## src/rtl/text_memory_loader.sv

```systemverilog
// text_memory_loader
// Boot-time writer for the program text memory. Consumes a framed
// little-endian byte stream (length, payload words, checksum), writes the
// payload words sequentially from BASE_ADDR and holds the core in reset until
// a complete image with a good checksum has been loaded.
module text_memory_loader #(
    parameter logic [31:0] BASE_ADDR = 32'h0040_0000,
    parameter int unsigned MAX_WORDS = 4096
) (
    input  logic        clock,
    input  logic        reset,
    input  logic [7:0]  in_data,
    input  logic        in_valid,
    output logic        in_ready,
    input  logic        start,
    output logic        wr_en,
    output logic [31:0] wr_address,
    output logic [31:0] wr_data,
    output logic        cpu_hold,
    output logic        done,
    output logic        error,
    output logic [1:0]  err_code
);

    localparam logic [31:0] MAX_LEN = 32'(MAX_WORDS);

    localparam logic [1:0] ERR_NONE     = 2'b00;
    localparam logic [1:0] ERR_LENGTH   = 2'b01;
    localparam logic [1:0] ERR_CHECKSUM = 2'b10;

    typedef enum logic [2:0] {
        S_LEN   = 3'd0,
        S_DATA  = 3'd1,
        S_CHECK = 3'd2,
        S_DONE  = 3'd3,
        S_ERROR = 3'd4
    } state_t;

    // Frame-tracking state.
    state_t      state_q,    state_d;
    logic [1:0]  byte_cnt_q, byte_cnt_d;   // byte position inside length/word
    logic [31:0] word_idx_q, word_idx_d;   // words written this frame
    logic [31:0] len_q,      len_d;        // length field being assembled / held
    logic [31:0] word_q,     word_d;       // payload word being assembled
    logic [7:0]  csum_q,     csum_d;       // running payload byte sum

    // Registered outputs.
    logic        wr_en_q,      wr_en_d;
    logic [31:0] wr_address_q, wr_address_d;
    logic [31:0] wr_data_q,    wr_data_d;
    logic        cpu_hold_q,   cpu_hold_d;
    logic        done_q,       done_d;
    logic        error_q,      error_d;
    logic [1:0]  err_code_q,   err_code_d;

    // Combinational helpers.
    logic        accept;
    logic        last_byte;
    logic [31:0] len_full;
    logic [31:0] word_full;
    logic [31:0] word_idx_inc;

    // Ready depends only on state: everything except DONE takes bytes
    // (ERROR takes them so a stuck sender drains, but throws them away).
    always_comb begin
        case (state_q)
            S_DONE:  in_ready = 1'b0;
            default: in_ready = 1'b1;
        endcase
    end

    // Byte-stream helpers shared by the length and payload phases.
    always_comb begin
        accept       = in_valid && in_ready;
        last_byte    = (byte_cnt_q == 2'd3);
        // Shifting each new byte in at the top places byte k at [8k+7:8k]
        // once all four have arrived.
        len_full     = {in_data, len_q[31:8]};
        word_full    = {in_data, word_q[31:8]};
        word_idx_inc = word_idx_q + 32'd1;
    end

    // Next-state, datapath and output logic.
    always_comb begin
        // NOTE: every _d starts at its held value (wr_en_d at 0, since it is a
        // strobe) so no path through the case statement can infer a latch.
        state_d      = state_q;
        byte_cnt_d   = byte_cnt_q;
        word_idx_d   = word_idx_q;
        len_d        = len_q;
        word_d       = word_q;
        csum_d       = csum_q;
        wr_en_d      = 1'b0;
        wr_address_d = wr_address_q;
        wr_data_d    = wr_data_q;
        cpu_hold_d   = cpu_hold_q;
        done_d       = done_q;
        error_d      = error_q;
        err_code_d   = err_code_q;

        case (state_q)
            S_LEN: begin
                if (accept) begin
                    len_d      = len_full;
                    byte_cnt_d = byte_cnt_q + 2'd1;
                    if (last_byte) begin
                        if (len_full > MAX_LEN) begin
                            state_d    = S_ERROR;
                            error_d    = 1'b1;
                            err_code_d = ERR_LENGTH;
                        end else if (len_full == 32'd0) begin
                            state_d = S_CHECK;
                        end else begin
                            state_d = S_DATA;
                        end
                    end
                end
            end

            S_DATA: begin
                if (accept) begin
                    word_d     = word_full;
                    csum_d     = csum_q + in_data;
                    byte_cnt_d = byte_cnt_q + 2'd1;
                    if (last_byte) begin
                        wr_en_d      = 1'b1;
                        wr_address_d = BASE_ADDR + (word_idx_q << 2);
                        wr_data_d    = word_full;
                        word_idx_d   = word_idx_inc;
                        if (word_idx_inc == len_q) begin
                            state_d = S_CHECK;
                        end
                    end
                end
            end

            S_CHECK: begin
                if (accept) begin
                    if (in_data == csum_q) begin
                        state_d    = S_DONE;
                        done_d     = 1'b1;
                        cpu_hold_d = 1'b0;
                    end else begin
                        state_d    = S_ERROR;
                        error_d    = 1'b1;
                        err_code_d = ERR_CHECKSUM;
                    end
                end
            end

            S_DONE: begin
                if (start) begin
                    state_d    = S_LEN;
                    byte_cnt_d = 2'd0;
                    word_idx_d = 32'd0;
                    len_d      = 32'd0;
                    word_d     = 32'd0;
                    csum_d     = 8'd0;
                    done_d     = 1'b0;
                    cpu_hold_d = 1'b1;
                end
            end

            S_ERROR: begin
                // Accepted bytes are dropped; only start leaves this state.
                if (start) begin
                    state_d    = S_LEN;
                    byte_cnt_d = 2'd0;
                    word_idx_d = 32'd0;
                    len_d      = 32'd0;
                    word_d     = 32'd0;
                    csum_d     = 8'd0;
                    error_d    = 1'b0;
                    err_code_d = ERR_NONE;
                end
            end

            default: begin
                state_d = S_LEN;
            end
        endcase
    end

    // State and output registers with synchronous active-high reset.
    always_ff @(posedge clock) begin
        // NOTE: non-blocking assignments so every register samples the
        // pre-edge values of the others, independent of statement order.
        if (reset) begin
            state_q      <= S_LEN;
            byte_cnt_q   <= 2'd0;
            word_idx_q   <= 32'd0;
            len_q        <= 32'd0;
            word_q       <= 32'd0;
            csum_q       <= 8'd0;
            wr_en_q      <= 1'b0;
            wr_address_q <= BASE_ADDR;
            wr_data_q    <= 32'd0;
            cpu_hold_q   <= 1'b1;
            done_q       <= 1'b0;
            error_q      <= 1'b0;
            err_code_q   <= ERR_NONE;
        end else begin
            state_q      <= state_d;
            byte_cnt_q   <= byte_cnt_d;
            word_idx_q   <= word_idx_d;
            len_q        <= len_d;
            word_q       <= word_d;
            csum_q       <= csum_d;
            wr_en_q      <= wr_en_d;
            wr_address_q <= wr_address_d;
            wr_data_q    <= wr_data_d;
            cpu_hold_q   <= cpu_hold_d;
            done_q       <= done_d;
            error_q      <= error_d;
            err_code_q   <= err_code_d;
        end
    end

    assign wr_en      = wr_en_q;
    assign wr_address = wr_address_q;
    assign wr_data    = wr_data_q;
    assign cpu_hold   = cpu_hold_q;
    assign done       = done_q;
    assign error      = error_q;
    assign err_code   = err_code_q;

endmodule

```

## config.mk

```make
export PLATFORM = sky130hd
export DESIGN_NAME = text_memory_loader
export DESIGN_NICKNAME = d
export VERILOG_FILES = /design/src/rtl/text_memory_loader.sv
export SDC_FILE = /design/constraint.sdc
export NUM_CORES = 1
export LEC_CHECK = 0
export CAP_MARGIN = 20
export CELL_PAD_IN_SITES_DETAIL_PLACEMENT = 1
export CELL_PAD_IN_SITES_GLOBAL_PLACEMENT = 2
export CORE_UTILIZATION = 28
export CTS_BUF_LIST = sky130_fd_sc_hd__clkbuf_16
export CTS_CLUSTER_DIAMETER = 30
export DETAILED_ROUTE_END_ITERATION = 8
export HOLD_SLACK_MARGIN = 0.15
export PLACE_DENSITY_LB_ADDON = 0.1
export SETUP_SLACK_MARGIN = 0.1
export SYNTH_ARGS = -nofsm -noshare
export SYNTH_HDL_FRONTEND = slang
export SYNTH_SLANG_ARGS = --single-unit
export TNS_END_PERCENT = 10
```

## constraint.sdc

```tcl
create_clock -name clock -period 7.25 [get_ports clock]
set_input_delay 1.45 -clock clock [delete_from_list [all_inputs] [get_ports clock]]
set_output_delay 1.45 -clock clock [all_outputs]
set_load 0.03 [all_outputs]
```

-- Word level (Yosys, flattened, before mapping)
Index checks and enable logic that the tools add are counted.
- bits in latches: 0
- input bits: 12
- output and inout port bits: 71
- memories: 0
- memory bits (writable): 0
- ROM bits: 0
- register bits: 179
- multipliers: 0
- shifts and indexed selects: 0
- order comparisons: 1
- div/mod/pow operators: 0
- equality and inequality tests: 20
- bitwise operators: 2
- reduce and logical (&&, ||, !) cells: 19
- $add $sub $neg: 4
- multiplexer cells: 47
- operators by type and width (operator ; count):
    $pmux W32 S2 ; 3
    $mux W32 ; 5
    $add A23 B32 Y32 const A ; 1
    $add A32 B1 Y32 const B ; 1
    $eq A32 B32 Y1 ; 1
    $gt A32 B13 Y1 const B ; 1
    $logic_not A32 Y1 ; 1
    $mux W3 ; 9
    $ne A2 B2 Y1 const B ; 11
    $mux W2 ; 8
    $mux W8 ; 2
    $pmux W8 S2 ; 1
    $reduce_and A7 Y1 ; 2
    $mux W1 ; 13
    $pmux W3 S4 ; 1
    $reduce_and A3 Y1 ; 4
    $add A8 B8 Y8 ; 1
    $eq A8 B8 Y1 ; 1
    $reduce_and A4 Y1 ; 2
    $reduce_bool A2 Y1 ; 4
    $eq A3 B2 Y1 const B ; 2
    $pmux W2 S3 ; 1
    $ne A2 B1 Y1 const B ; 2
    $pmux W1 S2 ; 2
    12 further kinds ; 14

-- Depth between registers and ports, before layout
- depth after elaboration: 6
- gate-level depth with buffers: 12

-- Least setup slack after synthesis
No wires, ideal clock.
- kind: input to register
- start: in in_data[1]
- end: reg csum_q[7]
- setup time: 0.070 ns
- arrival time: 3.083 ns
- cell stages on the path: 9
- slack: 4.097 ns
- cells stage by stage: ha_1 -> a21o_1 -> a21oi_1 -> o21bai_1 -> a21oi_1 -> o21ai_0 -> xnor2_1 -> mux2_2 -> a21oi_1
- longest elaborated chain between the ends: 3
- ends and longest elaborated chain (what ; RTL line ; source):
    from (decl) ; 12 ; input logic [7:0] in_data,
    $add A8 B8 Y8 ; 123 ; csum_d = csum_q + in_data;
    $mux W8 ; 121 ; if (accept) begin
    $pmux W8 S2 ; 101 ; case (state_q)
    to (signal assigned) ; 208 ; csum_q <= csum_d;
    to (decl) ; 45 ; logic [7:0] csum_q, csum_d;
No other way between the ends. The select of a mux whose other input is x is not followed.
A chain may end at the register's enable or synchronous reset.

-- Final worst setup path
- start: in in_valid
- end: reg word_idx_q[13]
- longest elaborated chain between the ends: 3
- ends and longest elaborated chain (what ; RTL line ; source):
    from (decl) ; 13 ; input logic in_valid,
    $logic_and A1 B1 Y1 ; 74 ; accept = in_valid && in_ready;
    $ne A2 B2 Y1 (no source line) ; n/a ;
    $reduce_and A4 Y1 (no source line) ; n/a ;
    to (signal assigned) ; 205 ; word_idx_q <= word_idx_d;
    to (decl) ; 42 ; logic [31:0] word_idx_q, word_idx_d;
No other way between the ends.

==> summary.md <==
| Metric | Value |
|---|---|
| Status | `finished clean` |
| Final Util | `0.348` |
| Worst skew pair latency | `440 ps` |
| Die Height | `169 um` |
| Footprint of the multi-input gates | `4110 um2` |
| Yosys top cell by area | `dfxtp_1` |
| DRC viols | `0` |
| Switching pwr | `545 uW` |
| CP Launch Point | `in_valid` |
| Post-synth top area share | `0.431` |
| Maximum vdd drop | `0.105 mV` |
| Area contributors post-synth | `dfxtp_1 (43%), nand2_1 (7.7%), a21oi_1 (5.9%)` |
| Vias in the first global route | `6947` |
| Tightest Pin Transition | `1020 ps` |
| YS warnings | `0` |
| Seq/Total Area, Yosys | `0.431` |
| CTS tree | `done` |
| TritonCTS Sinks | `169` |
| Nets | `1037` |
| Layout area overhead | `20.7%` |
| Syn_area_per_cell | `8.01 um2` |
| Reg area | `3380 um2` |
| Fillcell total | `3229` |
| Final Critical Period | `3830 ps` |
| Vias | `7060` |
| Max Freq | `261 MHz` |
| Clock power share | `0.455` |
| Crit start category | `primary input` |
| Routed WL per cell | `18.3 um` |
| PortBufs | `80` |
| Met2 Routed Length | `10700 um` |
| Distinct cell type count after synthesis | `65` |
| Non-Filler Instances | `1399` |
| CP max FO | `36` |
| GR Overflow Total | `0` |
| WS Path Type | `primary input to flip-flop` |
| Final wirelength | `25600 um` |
| Pin count of the biggest net entering global routing | `90` |
| Finished Cell Area | `9480 um2` |
| Num rows | `60` |
| Met3 wire length | `599 um` |
| Final Setup Violations | `0` |
| RSZ-0062 raised after global routing | `no` |
| Antenna violations before repair | `0` |
| Die width | `169 um` |
| Critical path arrival | `4170 ps` |
| Final worst path period share | `0.528` |
| Area of the die | `28700 um2` |
| Core footprint | `27300 um2` |
| I/O pin count | `83` |
| Cell family with most CP delay | `buffers and inverters` |
| Cell internal pwr | `1440 uW` |
| Layout cells sized above 1 | `0.0643` |
| Leakage | `0.00310 uW` |
| Worst Hold Slack | `455 ps` |
| Hold-fix buffers, CTS | `0` |
| CP max stage cell | `clkdlybuf4s50_1` |
| H-tree levels | `4` |
| HP Class | `flip-flop to flip-flop` |
| Clock Skew | `15.0 ps` |
| Root Buffer | `clkbuf_16` |
| Highest routed layer | `met4` |
| Global-route wire length before repair | `41400 um` |
| Placed Area | `8890 um2` |
| Most frequent cells in the layout | `dfxtp_1 (169), nand2_1 (160), nor2_1 (112), a21oi_1 (90), clkdlybuf4s50_1 (79)` |
| Num CTS Buffers | `17` |
| Max-slew violations | `0` |
| Post-synth EDFFs | `0` |
| Starting density of the core | `0.288` |
| Worst-path clk slew | `80 ps` |
| RR Startpoint | `word_idx_q[0]` |
| Async S/R FF share, synth | `0` |
| Post_cts resized | `0` |
| Post-synthesis register bit count | `169` |
| CP Capture Type | `flip-flop` |
| GP Congestion | `0.756` |
| Final hold violations | `0` |
| Cell count after synthesis | `980` |
| Slew Limit Headroom | `0.322` |
| Sw Share | `0.274` |
| Post-route ant nets | `0` |
| Routed vias/inst | `5.05` |
| Logic pwr share | `0.064` |
| Crit path cell chain | `clkdlybuf4s50_1 -> and3_1 -> buf_4 -> and2_2 -> nand2b_1 -> inv_1 -> nand2_1 -> o31ai_1` |
| Max clock buf depth | `2` |
| Antenna cells | `0` |
| Detailed Place HPWL | `17900 um` |
| Power Dens Cells | `210 nW/um2` |
| Placed Cells | `1366` |
| Number of buffers and inverters on the critical path | `3` |
| Max-Cap Viols | `0` |
| Final setup TNS | `0 ps` |
| Worst path max stage delay | `590 ps` |
| Worst Path Required | `7590 ps` |
| DRT Pass-1 Iters | `6` |
| Hold Crit Start | `wr_data[18]` |
| GRT Util Overall | `0.186` |
| Sequential power share | `0.481` |
| Commonest non-fill, non-tap cell in the layout | `dfxtp_1` |
| Post-synthesis cell area | `7850 um2` |
| Top FF cell, synth | `dfxtp_1` |
| First DRT Iteration DRCs | `450` |
| Post-CTS Repair Setup Buffers | `0` |
| M1 WL | `14100 um` |
-- synth_stat cells (12+ instances only) --
master and number:
o21ai_0 47, a22oi_1 55, a21oi_1 92, nand2_1 161, nand3_1 19, dfxtp_1 169
nor2_1 112, a211oi_1 13, xor2_1 16, clkbuf_1 59, xnor2_1 40, buf_2 12
nor3_1 21, o31ai_1 12, nor4_1 16
-- tightest hold or removal path, stage by stage, from the launching register on --
cell and delay [ps]:
dfxtp_1 310, nand2_1 50, a21oi_1 50
-- per-layer routing --
layer,vias to the layer above,global-route usage
met5,-,0
met2,92,0.271
met1,3436,0.286
li1,3518,-
met3,14,0.0264
met4,0,0.0411
-- metrics by stage --
step	power (uW)	setup WS (ps)
floorplan	1060	4100
global placement	1110	3010
detailed placement	1110	2930
CTS	2020	3380
global route	2080	3210
finish	1990	3420
-- flip-flops by register name, summed over array words and instances, names as in the netlist --
| signal | flops |
|---|---|
| state_q | 3 |
| wr_en | 1 |
| done | 1 |
| cpu_hold | 1 |
| word_idx_q | 32 |
| wr_address | 30 |
| err_code | 2 |
| csum_q | 8 |
| word_q | 24 |
| error | 1 |
| byte_cnt_q | 2 |
| len_q | 32 |
| wr_data | 32 |
-- cell families (layout without fill, tap and decap cells) --
group                      count (synthesis)  in the layout  share of synthesized area
and+or+nand+nor                          390            390                      0.229
buffers and inverters                     90            136                     0.0469
muxes                                      5              5                    0.00670
DFF                                      169            169                      0.431
other                                      1              2                   0.000478
AOI/OAI and AO/OA                        258            258                      0.205
adders and majority gates                 11             11                     0.0185
xor gates and xnor gates                  56             56                     0.0625
-- final timing paths --
kind	endpoint	slack (ps)	cells past startpoint
max	word_idx_q[13]	3420	8
min	wr_data[18]	460	2
max reg2reg	state_q[0]	3680	9
min reg2reg	wr_data[18]	460	2
-- final cells by class --
class,instances,area share
clock buffers,17,0.0449
clock inverters,15,0.0164
inverters,11,0.00436
multi-input cells,722,0.434
flip-flops and latches,169,0.357
well taps,372,0.0491
repair buffers,93,0.0943
-- power groups by stage --
| stage | Clock, uW | Sequential (uW) | Combinational (uW) |
|---|---|---|---|
| 6_report | 905 | 956 | 126 |
| 5_1_grt | 981 | 958 | 143 |
| 4_1_cts | 938 | 956 | 130 |
| 3_5_place_dp | 0 | 978 | 130 |
| 3_3_place_gp | 0 | 978 | 129 |
| 2_1_floorplan | 0 | 970 | 88.3 |
No activity file was read; power rests on OpenSTA's default activity.
